==> config.mk <==
export PLATFORM = sky130hd
export DESIGN_NAME = sap1_fetch_path
export DESIGN_NICKNAME = d
export VERILOG_FILES = /design/src/rtl/sap1_pkg.sv /design/src/rtl/sap1_pc.sv /design/src/rtl/sap1_fetch_path.sv
export SDC_FILE = /design/constraint.sdc
export NUM_CORES = 1
export LEC_CHECK = 0
export CAP_MARGIN = 20
export CORE_AREA = 2 2 42 44
export DETAILED_ROUTE_END_ITERATION = 7
export DIE_AREA = 0 0 44 46
export GPL_TIMING_DRIVEN = 0
export PLACE_DENSITY = 0.78
export RECOVER_POWER = 50
export SKIP_LAST_GASP = 1
export SYNTH_ARGS = -nofsm -noshare
export SYNTH_HDL_FRONTEND = slang
export SYNTH_HIERARCHICAL = 1
export SYNTH_SLANG_ARGS = --single-unit
==> constraint.sdc <==
create_clock -name CLK -period 1.3 [get_ports CLK]
set_input_delay 0.195 -clock CLK [delete_from_list [all_inputs] [get_ports CLK]]
set_output_delay 0.195 -clock CLK [all_outputs]
set_load 0.02 [all_outputs]
==> src/rtl/sap1_pkg.sv <==
// Shared widths and bus-source encoding for the SAP-1 fetch path.
// Holds the source-priority helper used by the W-bus mux.
package sap1_pkg;

  localparam int PC_W_DEFAULT   = 4;
  localparam int BUS_W_DEFAULT  = 8;
  localparam int ADDR_W_DEFAULT = 4;

  typedef enum logic [1:0] {
    SRC_NONE = 2'd0,
    SRC_PC   = 2'd1,
    SRC_EXT  = 2'd2
  } bus_src_e;

  // PC drive wins over the external source when both are enabled
  function automatic bus_src_e sel_src(input logic ep, input logic ext_en);
    bus_src_e src;
    if (ep) begin
      src = SRC_PC;
    end else if (ext_en) begin
      src = SRC_EXT;
    end else begin
      src = SRC_NONE;
    end
    return src;
  endfunction

endpackage

==> src/rtl/sap1_pc.sv <==
// SAP-1 program counter: synchronous clear, optional parallel load, wrap-around count.
// Priority is clr > jmp_en > cnt_en; the count wraps silently at 2^PC_W.
module sap1_pc
  import sap1_pkg::*;
#(
  parameter int PC_W = PC_W_DEFAULT
) (
  input  logic            clk,
  input  logic            clr,
  input  logic            cnt_en,
  input  logic            jmp_en,
  input  logic [PC_W-1:0] jmp_val,
  output logic [PC_W-1:0] pc
);

  logic [PC_W-1:0] pc_r;

  // counter register with clear, jump-load and increment
  always_ff @(posedge clk) begin
    if (clr) begin
      pc_r <= {PC_W{1'b0}};
    end else if (jmp_en) begin
      pc_r <= jmp_val;
    end else if (cnt_en) begin
      pc_r <= pc_r + {{(PC_W-1){1'b0}}, 1'b1};
    end else begin
      pc_r <= pc_r;
    end
  end

  assign pc = pc_r;

endmodule

==> src/rtl/sap1_fetch_path.sv <==
// SAP-1 fetch path: PC, combinational W-bus mux and MAR (active-low load).
// Optional PC jump input Jp is present only when SAP1_PC_JUMP_EN is defined.
module sap1_fetch_path
  import sap1_pkg::*;
#(
  parameter int PC_W   = PC_W_DEFAULT,
  parameter int BUS_W  = BUS_W_DEFAULT,
  parameter int ADDR_W = ADDR_W_DEFAULT
) (
  input  logic              CLK,
  input  logic              CLR,
  input  logic              Cp,
  input  logic              Ep,
  input  logic              Lm,
`ifdef SAP1_PC_JUMP_EN
  input  logic              Jp,
`endif
  input  logic              ext_en,
  input  logic [BUS_W-1:0]  ext_in,
  output logic [PC_W-1:0]   pc_out,
  output logic [BUS_W-1:0]  bus_out,
  output logic [ADDR_W-1:0] mar_out,
  output logic              bus_conflict
);

  logic [PC_W-1:0]   pc_s;
  logic [BUS_W-1:0]  bus_s;
  logic [ADDR_W-1:0] mar_r;
  logic              jmp_en_s;
  bus_src_e          src_s;

`ifdef SAP1_PC_JUMP_EN
  assign jmp_en_s = Jp;
`else
  assign jmp_en_s = 1'b0;
`endif

  sap1_pc #(
    .PC_W (PC_W)
  ) u_pc (
    .clk     (CLK),
    .clr     (CLR),
    .cnt_en  (Cp),
    .jmp_en  (jmp_en_s),
    .jmp_val (bus_s[PC_W-1:0]),
    .pc      (pc_s)
  );

  // W-bus source selection, purely combinational
  always_comb begin
    src_s = sel_src(Ep, ext_en);
    bus_s = {BUS_W{1'b0}};
    case (src_s)
      SRC_PC:   bus_s = BUS_W'(pc_s);
      SRC_EXT:  bus_s = ext_in;
      SRC_NONE: bus_s = {BUS_W{1'b0}};
      default:  bus_s = {BUS_W{1'b0}};
    endcase
  end

  // MAR takes the low bus bits; sees the pre-increment PC during T1/T2 overlap
  always_ff @(posedge CLK) begin
    if (CLR) begin
      mar_r <= {ADDR_W{1'b0}};
    end else if (!Lm) begin
      mar_r <= bus_s[ADDR_W-1:0];
    end else begin
      mar_r <= mar_r;
    end
  end

  assign pc_out       = pc_s;
  assign bus_out      = bus_s;
  assign mar_out      = mar_r;
  assign bus_conflict = Ep & ext_en;

endmodule

==> impl_metrics.json <==
{
  "status": "finished clean",
  "routed_wl_um": 1270,
  "place_hpwl_um": 940,
  "core_area_um2": 1610,
  "first_global_vias": 487,
  "yosysWarnings": 6,
  "ir_drop_mv": 0.453,
  "ios": 31,
  "seq_area_um2": 165,
  "cts_tree": "yes",
  "utilization_pct": 50.7,
  "hold_class": "in -> reg",
  "initial_core_util_pct": 31.4,
  "yosys.cell_types.count": 23,
  "powerDensity_nw_per_um2": 836,
  "avgSynthCellArea_um2": 8.59,
  "critPathLaunchType": "input pin",
  "die_height_um": 46,
  "viasPerCell": 4.79,
  "dieArea_um2": 2020,
  "path_class": "in -> out",
  "rsz0062_at_grt": "false",
  "cap_violations": 0,
  "hold_viol": 0,
  "track_usage_pct": 13.2,
  "routabilityCongestion": 0.729,
  "rows": 15,
  "layout_setup_ws_ns": 0.0545,
  "grt_overflow": 0,
  "p_leak_nw": 0.397,
  "nets": 109,
  "dr.pass1.iters": 4,
  "antenna_found_initial": 0,
  "cp_max_fo": 5,
  "drc": 0,
  "cts_hold_buf": 0,
  "cts_inserted_buffers": 3,
  "drive_above_1_share_pct": 26.1,
  "clkSinkCount": 8,
  "layout_common_cells": "nand2_1, clkdlybuf4s50_1, dlygate4sd2_1",
  "ys_ff_latch": 8,
  "wl_per_cell_um": 11.7,
  "setup_viol": 0,
  "hold_depth": 2,
  "synthCells": 59,
  "cts.reportedPaths.clkPinSlew_ns": 0.06,
  "n_fill_cell": 167,
  "diodes": 0,
  "multiInputGateArea_um2": 307,
  "die_x_um": 44,
  "ctsRootBufferMaster": "clkbuf_4",
  "cp.required_ns": 1.11,
  "ff2ff_path_depth": 4,
  "slowest_delay_ns": 0.24,
  "area_growth_pct": 61.5,
  "vias": 522,
  "drtIter0Drc": 1,
  "port_buffers": 29,
  "fin_crit_ns": 1.25,
  "critPathCaptureType": "primary output",
  "cts_max_path_buffers": 2,
  "period_share_pct": 95.8,
  "cp.arrival_ns": 1.05,
  "grt_pass1_wl_um": 1980,
  "grt_max_degree": 11,
  "skew_ns": 0.00278,
  "synth_fp_nets": 74,
  "drtAntennaViolNets": 0,
  "netlist_area_um2": 507,
  "fmaxAchievable_mhz": 803,
  "clk_latency_ns": 0.25,
  "dp_slack_ns": -0.644,
  "cp_slowest_cell": "clkdlybuf4s15_1",
  "drv_slew": 0,
  "layout_commonest_cell": "nand2_1",
  "htreeDepth": 1,
  "path_cells": "clkdlybuf4s15_1 > and2b_1 > and2_1 > clkdlybuf4s15_2",
  "ys_seq_area_share_pct": 31.6,
  "fin_setup_tns_ns": 0
}
-- final cells by class --
cell class	count	area share, %
Timing Repair Buffer	30	31.3
Inverter	6	2.75
Buffer	3	2.91
Clock buffer	3	2.75
Tap cell	17	2.60
Multi-Input combinational cell	42	37.5
Sequential cell	8	20.2
-- metrics by stage --
step	hold slack (ns)	area, um^2	instances	total power, mW
after floorplan	0.260	509	59	0.402
after global placement	0.454	821	105	0.516
after detailed placement	0.454	821	105	0.521
after CTS	0.197	808	108	0.687
after global routing	0.217	818	109	0.724
final	0.215	818	109	0.684
-- where the power goes --
part | internal, mW | switching [mW] | total [mW]
Sequential | 0.263 | 0.0184 | 0.281
Combinational | 0.104 | 0.106 | 0.211
Clock | 0.106 | 0.0866 | 0.192
-- layer usage --
metal | vias to the layer above | global-route usage (%) | wire length (um) | share of wire, %
met2 | 29 | 22.6 | 598 | 47
met3 | 2 | 4.37 | 170 | 13
met4 | 0 | 5.45 | 10 | 0.79
met1 | 227 | 14.9 | 490 | 39
li1 | 264 | - | - | -
met5 | - | 0 | 0 | 0
-- synth_stat cells --
library cell  number  area, um^2
and2_1             5        31.3
o21a_1             2        15.0
nand3b_1           3        22.5
xor2_1             1        8.76
mux2_1             1        11.3
nand4_1            1        6.26
xnor2_1            2        17.5
nand3b_4           1        20.0
buf_2              1        5.00
a221oi_1           3        26.3
dfxtp_1            8         160
conb_1             1        3.75
a21oi_1            3        15.0
ha_1               1        12.5
mux2i_1            2        20.0
buf_4              1        7.51
nand2_1            9        33.8
and2b_1            1        7.51
nor2_1             2        7.51
buf_6              1        11.3
inv_1              6        22.5
a21oi_2            3        26.3
a221oi_2           1        15.0
-- registers in the layout, indices dropped and copies added, names as in the netlist --
signal / cells
mar_out: 4
u_pc/pc: 4
-- worst paths after layout --
| path | from | end | slack [ns] |
|---|---|---|---|
| hold / removal | Lm | mar_out[1] | 0.21 |
| hold reg to reg | mar_out[2] | mar_out[2] | 0.47 |
| setup / recovery | Ep | bus_out[5] | 0.05 |
| setup reg to reg | u_pc/pc[1] | u_pc/pc[1] | 0.12 |
-- critical path, delay by kind of cell --
family / cells / cell delay [ns]
and+or+nand+nor: 2 / 0.37
buffers and inverters: 2 / 0.48
-- logic make-up (layout without fill, tap and decap cells) --
logic type | count (synthesis) | after routing | synth area share [%]
flip-flops | 8 | 8 | 31.6
XOR/XNOR | 3 | 3 | 5.19
other | 1 | 1 | 0.740
buffers and inverters | 9 | 42 | 9.13
AND/OR/NAND/NOR | 22 | 22 | 25.4
adder cells (fa/ha/maj) | 1 | 1 | 2.47
AO/OA/AOI/OAI | 12 | 12 | 19.3
multiplexers | 3 | 3 | 6.17
-- what timing repair did --
action | in CTS | in global routing
setup endpoints to repair | 17 | 5
buffers inserted | 0 | 1
gates resized for setup | 40 | 7
pin swaps | 0 | 1
No activity file was read; power rests on OpenSTA's default activity.
